**src/rtl/dma_pcis_wrstrb_gen_pkg.sv**
```systemverilog
// Shared types and helpers for the PCIS write-strobe generator.
package dma_pcis_wrstrb_gen_pkg;

    localparam int unsigned DMA_PCIS_BYTES = 64;
    localparam int unsigned DMA_LANE_W     = 6;

    typedef logic [63:0]  DmaStrb;
    typedef logic [511:0] DmaLine;

    typedef enum logic [1:0] {
        IDLE,
        STREAM,
        FLUSH
    } DmaWrGenState;

    // Thermometer mask: bit i set for every lane i >= lane.
    function automatic DmaStrb strb_from_lane(input logic [5:0] lane);
        DmaStrb m;
        for (int unsigned i = 0; i < DMA_PCIS_BYTES; i++) begin
            m[i] = (6'(i) >= lane);
        end
        return m;
    endfunction

    // Thermometer mask: bit i set for every lane i <= lane.
    function automatic DmaStrb strb_upto_lane(input logic [5:0] lane);
        DmaStrb m;
        for (int unsigned i = 0; i < DMA_PCIS_BYTES; i++) begin
            m[i] = (6'(i) <= lane);
        end
        return m;
    endfunction

    // Widen a per-lane mask to a per-bit mask over a whole line.
    function automatic DmaLine expand_strb(input DmaStrb s);
        DmaLine m;
        for (int unsigned i = 0; i < DMA_PCIS_BYTES; i++) begin
            m[i*8 +: 8] = {8{s[i]}};
        end
        return m;
    endfunction

endpackage

```
**src/rtl/dma_pcis_byte_rotate.sv**
```systemverilog
// Combinational 64-lane byte rotate: output lane j takes input lane (j - amt) mod 64.
module dma_pcis_byte_rotate
    import dma_pcis_wrstrb_gen_pkg::*;
(
    input  logic [511:0] data_i,
    input  logic [5:0]   amt_i,
    output logic [511:0] data_o
);

    // Each output lane selects its source lane with wrap-around in 6 bits.
    always_comb begin
        data_o = '0;
        for (int unsigned j = 0; j < DMA_PCIS_BYTES; j++) begin
            data_o[j*8 +: 8] = data_i[{6'(6'(j) - amt_i), 3'b000} +: 8];
        end
    end

endmodule

```
**src/rtl/dma_pcis_wrstrb_gen.sv**
```systemverilog
// Realigns a dense byte-0-aligned source stream onto 64B destination lines
// starting at an arbitrary lane offset, producing byte strobes per beat.
module dma_pcis_wrstrb_gen
    import dma_pcis_wrstrb_gen_pkg::*;
#(
    parameter int unsigned LEN_W = 16
) (
    input  logic             clk,
    input  logic             rst,
    input  logic             cmd_valid,
    input  logic [5:0]       cmd_offset,
    input  logic [LEN_W-1:0] cmd_len,
    output logic             cmd_grant,
    input  logic [511:0]     packet_in,
    input  logic             packet_in_valid,
    output logic             packet_in_grant,
    output logic [511:0]     packet_out,
    output logic [63:0]      wrstrb_out,
    output logic             packet_out_last,
    output logic             packet_out_valid,
    input  logic             packet_out_grant
);

    localparam int unsigned SUM_W = LEN_W + 1;
    localparam int unsigned CNT_W = SUM_W - DMA_LANE_W;

    DmaWrGenState     state_q;
    logic [5:0]       offset_q;
    logic [5:0]       end_lane_q;
    logic [CNT_W-1:0] in_left_q;
    logic [CNT_W-1:0] out_left_q;
    logic             first_q;
    DmaLine           carry_q;
    DmaLine           out_data_q;
    DmaStrb           out_strb_q;
    logic             out_last_q;
    logic             out_valid_q;

    logic [SUM_W-1:0] len_ext;
    logic [SUM_W-1:0] span;
    logic [CNT_W-1:0] in_beats;
    logic [CNT_W-1:0] out_beats;
    logic [5:0]       end_lane_d;
    logic             cmd_fire;
    logic             out_free;
    logic             in_fire;
    DmaLine           rot;
    DmaStrb           hi_strb;
    DmaLine           hi_mask;
    DmaStrb           stream_strb;
    DmaLine           stream_data;
    DmaLine           flush_data;
    DmaStrb           flush_strb;

    // Command geometry: beat counts and final lane, computed one bit wider than the length.
    assign len_ext    = SUM_W'(cmd_len);
    assign span       = SUM_W'(cmd_offset) + len_ext;
    assign in_beats   = CNT_W'((len_ext + SUM_W'(DMA_PCIS_BYTES - 1)) >> DMA_LANE_W);
    assign out_beats  = CNT_W'((span + SUM_W'(DMA_PCIS_BYTES - 1)) >> DMA_LANE_W);
    assign end_lane_d = DMA_LANE_W'(span - SUM_W'(1));

    // Handshakes; the output register accepts a beat when empty or draining this cycle.
    assign cmd_grant       = (state_q == IDLE);
    assign cmd_fire        = cmd_valid & cmd_grant;
    assign out_free        = ~out_valid_q | packet_out_grant;
    assign packet_in_grant = (state_q == STREAM) & (in_left_q != '0) & out_free;
    assign in_fire         = packet_in_valid & packet_in_grant;

    dma_pcis_byte_rotate u_rotate (
        .data_i (packet_in),
        .amt_i  (offset_q),
        .data_o (rot)
    );

    // Lanes at or above the offset come from the current beat, lanes below from the carry.
    assign hi_strb     = strb_from_lane(offset_q);
    assign hi_mask     = expand_strb(hi_strb);
    assign stream_data = (rot & hi_mask) | (carry_q & ~hi_mask);
    assign stream_strb = (first_q ? hi_strb : '1)
                       & ((out_left_q == CNT_W'(1)) ? strb_upto_lane(end_lane_q) : '1);
    assign flush_data  = carry_q & ~hi_mask;
    assign flush_strb  = strb_upto_lane(end_lane_q);

    // Control FSM together with the command context, carry and output beat register.
    always_ff @(posedge clk or posedge rst) begin
        if (rst) begin
            state_q     <= IDLE;
            offset_q    <= '0;
            end_lane_q  <= '0;
            in_left_q   <= '0;
            out_left_q  <= '0;
            first_q     <= 1'b0;
            carry_q     <= '0;
            out_data_q  <= '0;
            out_strb_q  <= '0;
            out_last_q  <= 1'b0;
            out_valid_q <= 1'b0;
        end else begin
            if (out_valid_q && packet_out_grant) begin
                out_valid_q <= 1'b0;
            end
            case (state_q)
                IDLE: begin
                    if (cmd_fire && (cmd_len != '0)) begin
                        offset_q   <= cmd_offset;
                        end_lane_q <= end_lane_d;
                        in_left_q  <= in_beats;
                        out_left_q <= out_beats;
                        first_q    <= 1'b1;
                        carry_q    <= '0;
                        state_q    <= STREAM;
                    end
                end
                STREAM: begin
                    if (in_fire) begin
                        out_data_q  <= stream_data;
                        out_strb_q  <= stream_strb;
                        out_last_q  <= (out_left_q == CNT_W'(1));
                        out_valid_q <= 1'b1;
                        carry_q     <= rot;
                        first_q     <= 1'b0;
                        in_left_q   <= in_left_q - CNT_W'(1);
                        out_left_q  <= out_left_q - CNT_W'(1);
                        if (out_left_q == CNT_W'(1)) begin
                            state_q <= IDLE;
                        end else if ((in_left_q == CNT_W'(1)) && (out_left_q == CNT_W'(2))) begin
                            state_q <= FLUSH;
                        end
                    end
                end
                FLUSH: begin
                    if (out_free) begin
                        out_data_q  <= flush_data;
                        out_strb_q  <= flush_strb;
                        out_last_q  <= 1'b1;
                        out_valid_q <= 1'b1;
                        out_left_q  <= '0;
                        state_q     <= IDLE;
                    end
                end
                default: begin
                    state_q <= IDLE;
                end
            endcase
        end
    end

    assign packet_out       = out_data_q;
    assign wrstrb_out       = out_strb_q;
    assign packet_out_last  = out_last_q;
    assign packet_out_valid = out_valid_q;

endmodule

```
**config.mk**
```make
export PLATFORM = sky130hd
export DESIGN_NAME = dma_pcis_wrstrb_gen
export DESIGN_NICKNAME = d
export VERILOG_FILES = /design/src/rtl/dma_pcis_wrstrb_gen_pkg.sv /design/src/rtl/dma_pcis_byte_rotate.sv /design/src/rtl/dma_pcis_wrstrb_gen.sv
export SDC_FILE = /design/constraint.sdc
export NUM_CORES = 2
export LEC_CHECK = 0
export ABC_CLOCK_PERIOD_IN_PS = 41100
export BUFFER_PORTS_ARGS = -buffer_cell sky130_fd_sc_hd__buf_4
export CAP_MARGIN = 10
export CORE_AREA = 10 10 427 429
export DETAILED_ROUTE_END_ITERATION = 7
export DIE_AREA = 0 0 437 439
export PLACE_DENSITY = 0.71
export RECOVER_POWER = 50
export SYNTH_ARGS = -nofsm -noshare
export SYNTH_HDL_FRONTEND = slang
export SYNTH_SLANG_ARGS = --single-unit
```
**constraint.sdc**
```tcl
create_clock -name clk -period 41.1 [get_ports clk]
set_clock_uncertainty 0.05 [all_clocks]
set_input_delay 8.22 -clock clk [delete_from_list [all_inputs] [get_ports clk]]
set_output_delay 8.22 -clock clk [all_outputs]
set_load 0.03 [all_outputs]
```
# [Yosys cells after proc, flatten, opt, wreduce, memory -nomap -nowiden]
# Index checks and enable logic that the tools add are counted.
[op_classes] addsub=70 magnitude_cmp=128 eq_ne=9 shifts=64 muxes=34 n_bitwise=11 n_reduce_logical=14
[ops] operator="$shiftx A512 B10 Y8" count=64
[ops] operator="$mux W512" count=4
[ops] operator="$pmux W512 S2" count=2
[ops] operator="$and A512 B512 Y512" count=2
[ops] operator="$not A512 Y512" count=1
[ops] operator="$or A512 B512 Y512" count=1
[ops] operator="$mux W64" count=4
[ops] operator="$ge A6 B6 Y1 const A" count=32
[ops] operator="$le A6 B6 Y1 const A" count=32
[ops] operator="$sub A6 B6 Y6 const A" count=32
[ops] operator="$pmux W64 S2" count=1
[ops] operator="$ge A5 B6 Y1 const A" count=16
[ops] operator="$le A5 B6 Y1 const A" count=16
[ops] operator="$sub A5 B6 Y6 const A" count=16
[ops] operator="$and A64 B64 Y64" count=1
[ops] operator="$mux W11" count=5
[ops] operator="$ge A4 B6 Y1 const A" count=8
[ops] operator="$le A4 B6 Y1 const A" count=8
[ops] operator="$sub A4 B6 Y6 const A" count=8
[ops] operator="$pmux W11 S3" count=1
[ops] operator="$ge A3 B6 Y1 const A" count=4
[ops] operator="$le A3 B6 Y1 const A" count=4
[ops] operator="$sub A3 B6 Y6 const A" count=4
[ops] operator="$eq A11 B1 Y1 const B" count=2
[ops] operator="34 further kinds" count=62
[word_totals] reg_bits=1127 word_cells=341

# [Depth between registers and ports, before layout]
[depth] word_depth=6 ltp_mapped=15 mapped_depth_nobuf=9

# [Modules after synthesis]
# A second synthesis with hierarchy kept.
[hier_totals] cells_unflattened=8571 area_unflattened_um2=85350.6
[modules_own_cells] mod="dma_pcis_wrstrb_gen" n_inst=1 cells_each=4768 area_per_inst_um2=49237.2 seq_area_each_um2=28001.9
[modules_own_cells] mod="dma_pcis_byte_rotate" n_inst=1 cells_each=3803 area_per_inst_um2=36113.4 seq_area_each_um2=0.0

# [Least setup slack after synthesis]
# No wires, ideal clock.
[synth_timing] path_type="input to output" from="in packet_out_grant" to="out packet_in_grant" arrival_time_ps=8685 t_required_ps=32830 setup_slack_ps=24145 cell_stages=2 n_path_buf=0 path_cell_list="nand2b_1 > o311a_1"
[synth_between] elab_chain_cells=2
[synth_lines] element="from (decl)" line_no="dma_pcis_wrstrb_gen.sv:21" text="input logic packet_out_grant"
[synth_lines] element="$or A1 B1 Y1" line_no="dma_pcis_wrstrb_gen.sv:65" text="assign out_free = ~out_valid_q | packet_out_grant;"
[synth_lines] element="$and A1 B1 Y1" line_no="dma_pcis_wrstrb_gen.sv:66" text="assign packet_in_grant = (state_q == STREAM) & (in_left_q != '0) & out_free;"
[synth_lines] element="to (decl)" line_no="dma_pcis_wrstrb_gen.sv:16" text="output logic packet_in_grant,"
# Every way passes these cells.

==> reports/results.txt <==
The flow ran to the end, but the final reports show violations. The count of endpoints failing setup in the final report is 0. The number of antenna violations at the first check in global routing was 98.

STA classifies the critical path startpoint as an input pin. In this design, the stage delay of the slowest critical-path cell is 5.51 ns. In the final layout, the share of cells above drive strength 1 is 25.0%.

Dividing the detail-routed via count by the number of cells gives 7.59. For the wire length after detailed routing, the log shows 480 mm. The cell taking the most area after synthesis was dfrtp_1. By area the synthesized netlist is led by dfrtp_1 (34%), mux4_2 (23%), mux2i_1 (12%), a221oi_1 (5.4%), a22o_1 (5.4%).

At the worst endpoint, the arrival time is 19.63 ns. Clock tree synthesis inserted a total of 121 buffers. Summed over all failing endpoints, the final setup total negative slack is 0 ns. After layout, the minimum clock period comes to 20.68 ns. The checks that failed: max-capacitance violations, max-slew violations.

The logs give 13100 for the detailed router's first-iteration violation count and 0 for the post-CTS setup buffer count. The number of synthesized register bits works out to 1119. For the synthesized netlist net count, the log shows 7625.

The number of max-capacitance violations reported was 18. Entering global routing, the biggest net connects 204 pins. Library cell used as clock root buffer: clkbuf_16. The floorplan step defined a core boundary enclosing 0.173 mm². The slowest stage of the critical path belongs to the cell clkbuf_1. The routability-driven placement congestion ratio was 1.16; the count of unresolved DRC violations after routing was 0. In this run the critical register-to-register path is captured at packet_out[143]. The signal on the critical path passes through clkbuf_4 > clkinvlp_2 > clkbuf_1 > clkbuf_1. For the filler cell count, the log shows 15300. Once layout is done, the placed cells without fillers occupy 0.0958 mm². The tools report the sequential share of the synthesized area as 33.8%. The number of standard cells in the final layout excluding fillers is 10400. The area added between synthesis and finish works out to 15.5%.

The count of boundary I/O pins is 1119. In this run the register-to-register setup slack is 31.72 ns. For the pin with the worst max-slew slack, the measured transition is 7.64 ns.

The count of cells along the worst hold path is 1. The most common flop cell mapped by yosys is dfrtp_1. The run gives 47.8% as the initial standard-cell utilization of the core.

Among the stages of the critical path, the cell type that occurs most often is clkbuf_1. The number of hold violations in the final report is 0, and the detailed-router iteration count before antenna repair is 6. TritonCTS built the clock tree. The critical path start-end classification was in2async.

Global routing consumed, over all layers together, 48.1% of the routing resources. The count of buffers from port buffering came out at 1118. After clock tree synthesis, the clock-pin slew on the worst setup and hold paths is 0.06 ns. The min-delay analysis places its worst path in the category reg2reg.

The largest fanout on the critical path was 145. For the worst flop-to-flop path, the logic depth is 9. The vertical die dimension was 439 µm; the number of sinks handled by clock tree synthesis was 1119. The share of the clock period used by the worst path works out to 50.3%.

After synthesis, the most frequently instantiated cells are dfrtp_1 (1119), nor2_1 (1083), mux2i_1 (961), mux4_2 (858), a221oi_1 (515). The tools report the worst hold slack across all endpoints as 0.427 ns. The mean instance size in the synthesized netlist was 11.8 µm². The final HPWL from detailed placement came out at 386 mm.

After global routing the overflow that remains totals 0. Clock latency on the worst-skew pair, taken at its later pin, is 0.84 ns. The number of rows in the core area came out at 153. After synthesis, the largest area contributor takes up 33.8% of total cell area. Measured against its own limit, the worst slew margin works out to -409%.

Of all flip-flops after synthesis, the portion carrying an async set or reset was 100%. The wire length of the first global-routing pass is 636 mm. Number of synthesized flops with an enable pin: 0. The worst setup path is captured at an async pin. After clock tree synthesis, the flow added hold-fix buffers numbering 0. The number of instances in the placed design came out at 10000. By instance count, the leading cell after synthesis is dfrtp_1.

The startpoint identified for the worst hold timing path is wrstrb_out[41]. The cell area that synthesis handed to floorplanning was 0.0829 mm². Setup repair after global routing left no endpoint under its margin. The tools report the maximum number of buffers from clock root to sink as 3. The floorplan step defined a die boundary enclosing 0.192 mm².

The worst register-to-register path begins at in_left_q[5]. The H-tree depth is 3, and the synthesized instance count is 7048. After detailed routing, the average wire length per cell comes to 46.3 µm. The logs give 40.05 ns for the data required time of the worst path and 82 for the count of unique library cells instantiated by Yosys.

Post-cts gate resize count: 0. The worst hold path terminates at wrstrb_out[41]. The number of nets in the final layout is 8425. For the number of antenna-violating nets in the routed design, the log shows 0.

The number of global-route vias before repair was 72400; the area after detailed placement was 0.0933 mm². The floorplan step set the die width to 437 µm. For the count of final max-slew check failures, the log shows 1218. The number of vias in the routed layout was 78700; the number of synthesis warnings was 0.

For this run, the top clock speed supported by timing is 0.0484 GHz.
## sequential cells by signal (all words and copies together), names as in the netlist
| register | count |
|---|---|
| carry_q | 504 |
| end_lane_q | 6 |
| first_q | 1 |
| in_left_q | 11 |
| offset_q | 6 |
| out_left_q | 11 |
| packet_out | 512 |
| packet_out_last | 1 |
| packet_out_valid | 1 |
| state_q | 2 |
| wrstrb_out | 64 |
## worst max-delay path by stage
stage	end	from	cells past startpoint	slack, ns
global placement	packet_in_grant	packet_out_grant	4	23.99
floorplan	carry_q[0]	rst	1	1.32
global route	packet_out[203]	rst	4	18.35
CTS	packet_in_grant	packet_out_grant	4	23.99
finish	carry_q[451]	rst	4	20.42
detailed placement	packet_in_grant	packet_out_grant	4	23.99
## worst max-delay path: cells and delay by family
family                 cells  cell delay, ns
buffers and inverters      4           11.11
## stage by stage
stage / worst slack (ns) / util (%)
4_1_cts: 23.99 / 56.4
3_3_place_gp: 23.99 / 53.8
6_report: 20.42 / 55.2
2_1_floorplan: 1.32 / -
3_5_place_dp: 23.99 / 53.8
5_1_grt: 18.35 / 55.2
## layout by cell type, fill, tap and decap left out, types with 91 or more instances in the layout
cell / Yosys / layout
nor2_1: 1083 / 1077
a21oi_1: 106 / 100
clkbuf_1: 312 / 616
buf_4: 44 / 740
diode_2: 0 / 91
a22o_1: 512 / 512
nand2_1: 265 / 265
mux2i_1: 961 / 949
a221oi_1: 515 / 513
mux4_2: 858 / 858
dfrtp_1: 1119 / 1113
clkbuf_16: 0 / 121
o21ai_0: 93 / 93
## routing by layer
metal  global-route usage, %  vias up  routed length, µm
li1                        -    30100                  -
met1                    57.7    40700             166000
met2                    66.4     6344             196000
met3                    19.5     1524              64400
met4                    41.7       30              53900
met5                  0.0496        -                220
## layout make-up
type	count	area, µm²	share of cell area (%)
diodes	91	228	0.238
inverters	44	174	0.182
clock buffers	159	3330	3.48
well taps	2325	2910	3.04
clock inverters	67	1100	1.15
flip-flops and latches	1119	28000	29.2
repair buffers	1347	7980	8.33
multi-input cells	5215	52100	54.3
## kinds of logic (layout without fill, tap and decap cells)
group	count (synthesis)	after routing	synth area share (%)
flops	1119	1119	33.8
fa+ha+maj	38	38	0.582
mux	1912	1912	36.8
simple gates	1541	1541	7.46
other cells	0	91	0
buf+inv	714	1617	4.24
xor+xnor	87	87	0.982
compound gates	1637	1637	16.1
Power is not shown: default switching activity piles up to over one toggle a cycle in this logic, so the estimate is an artifact.
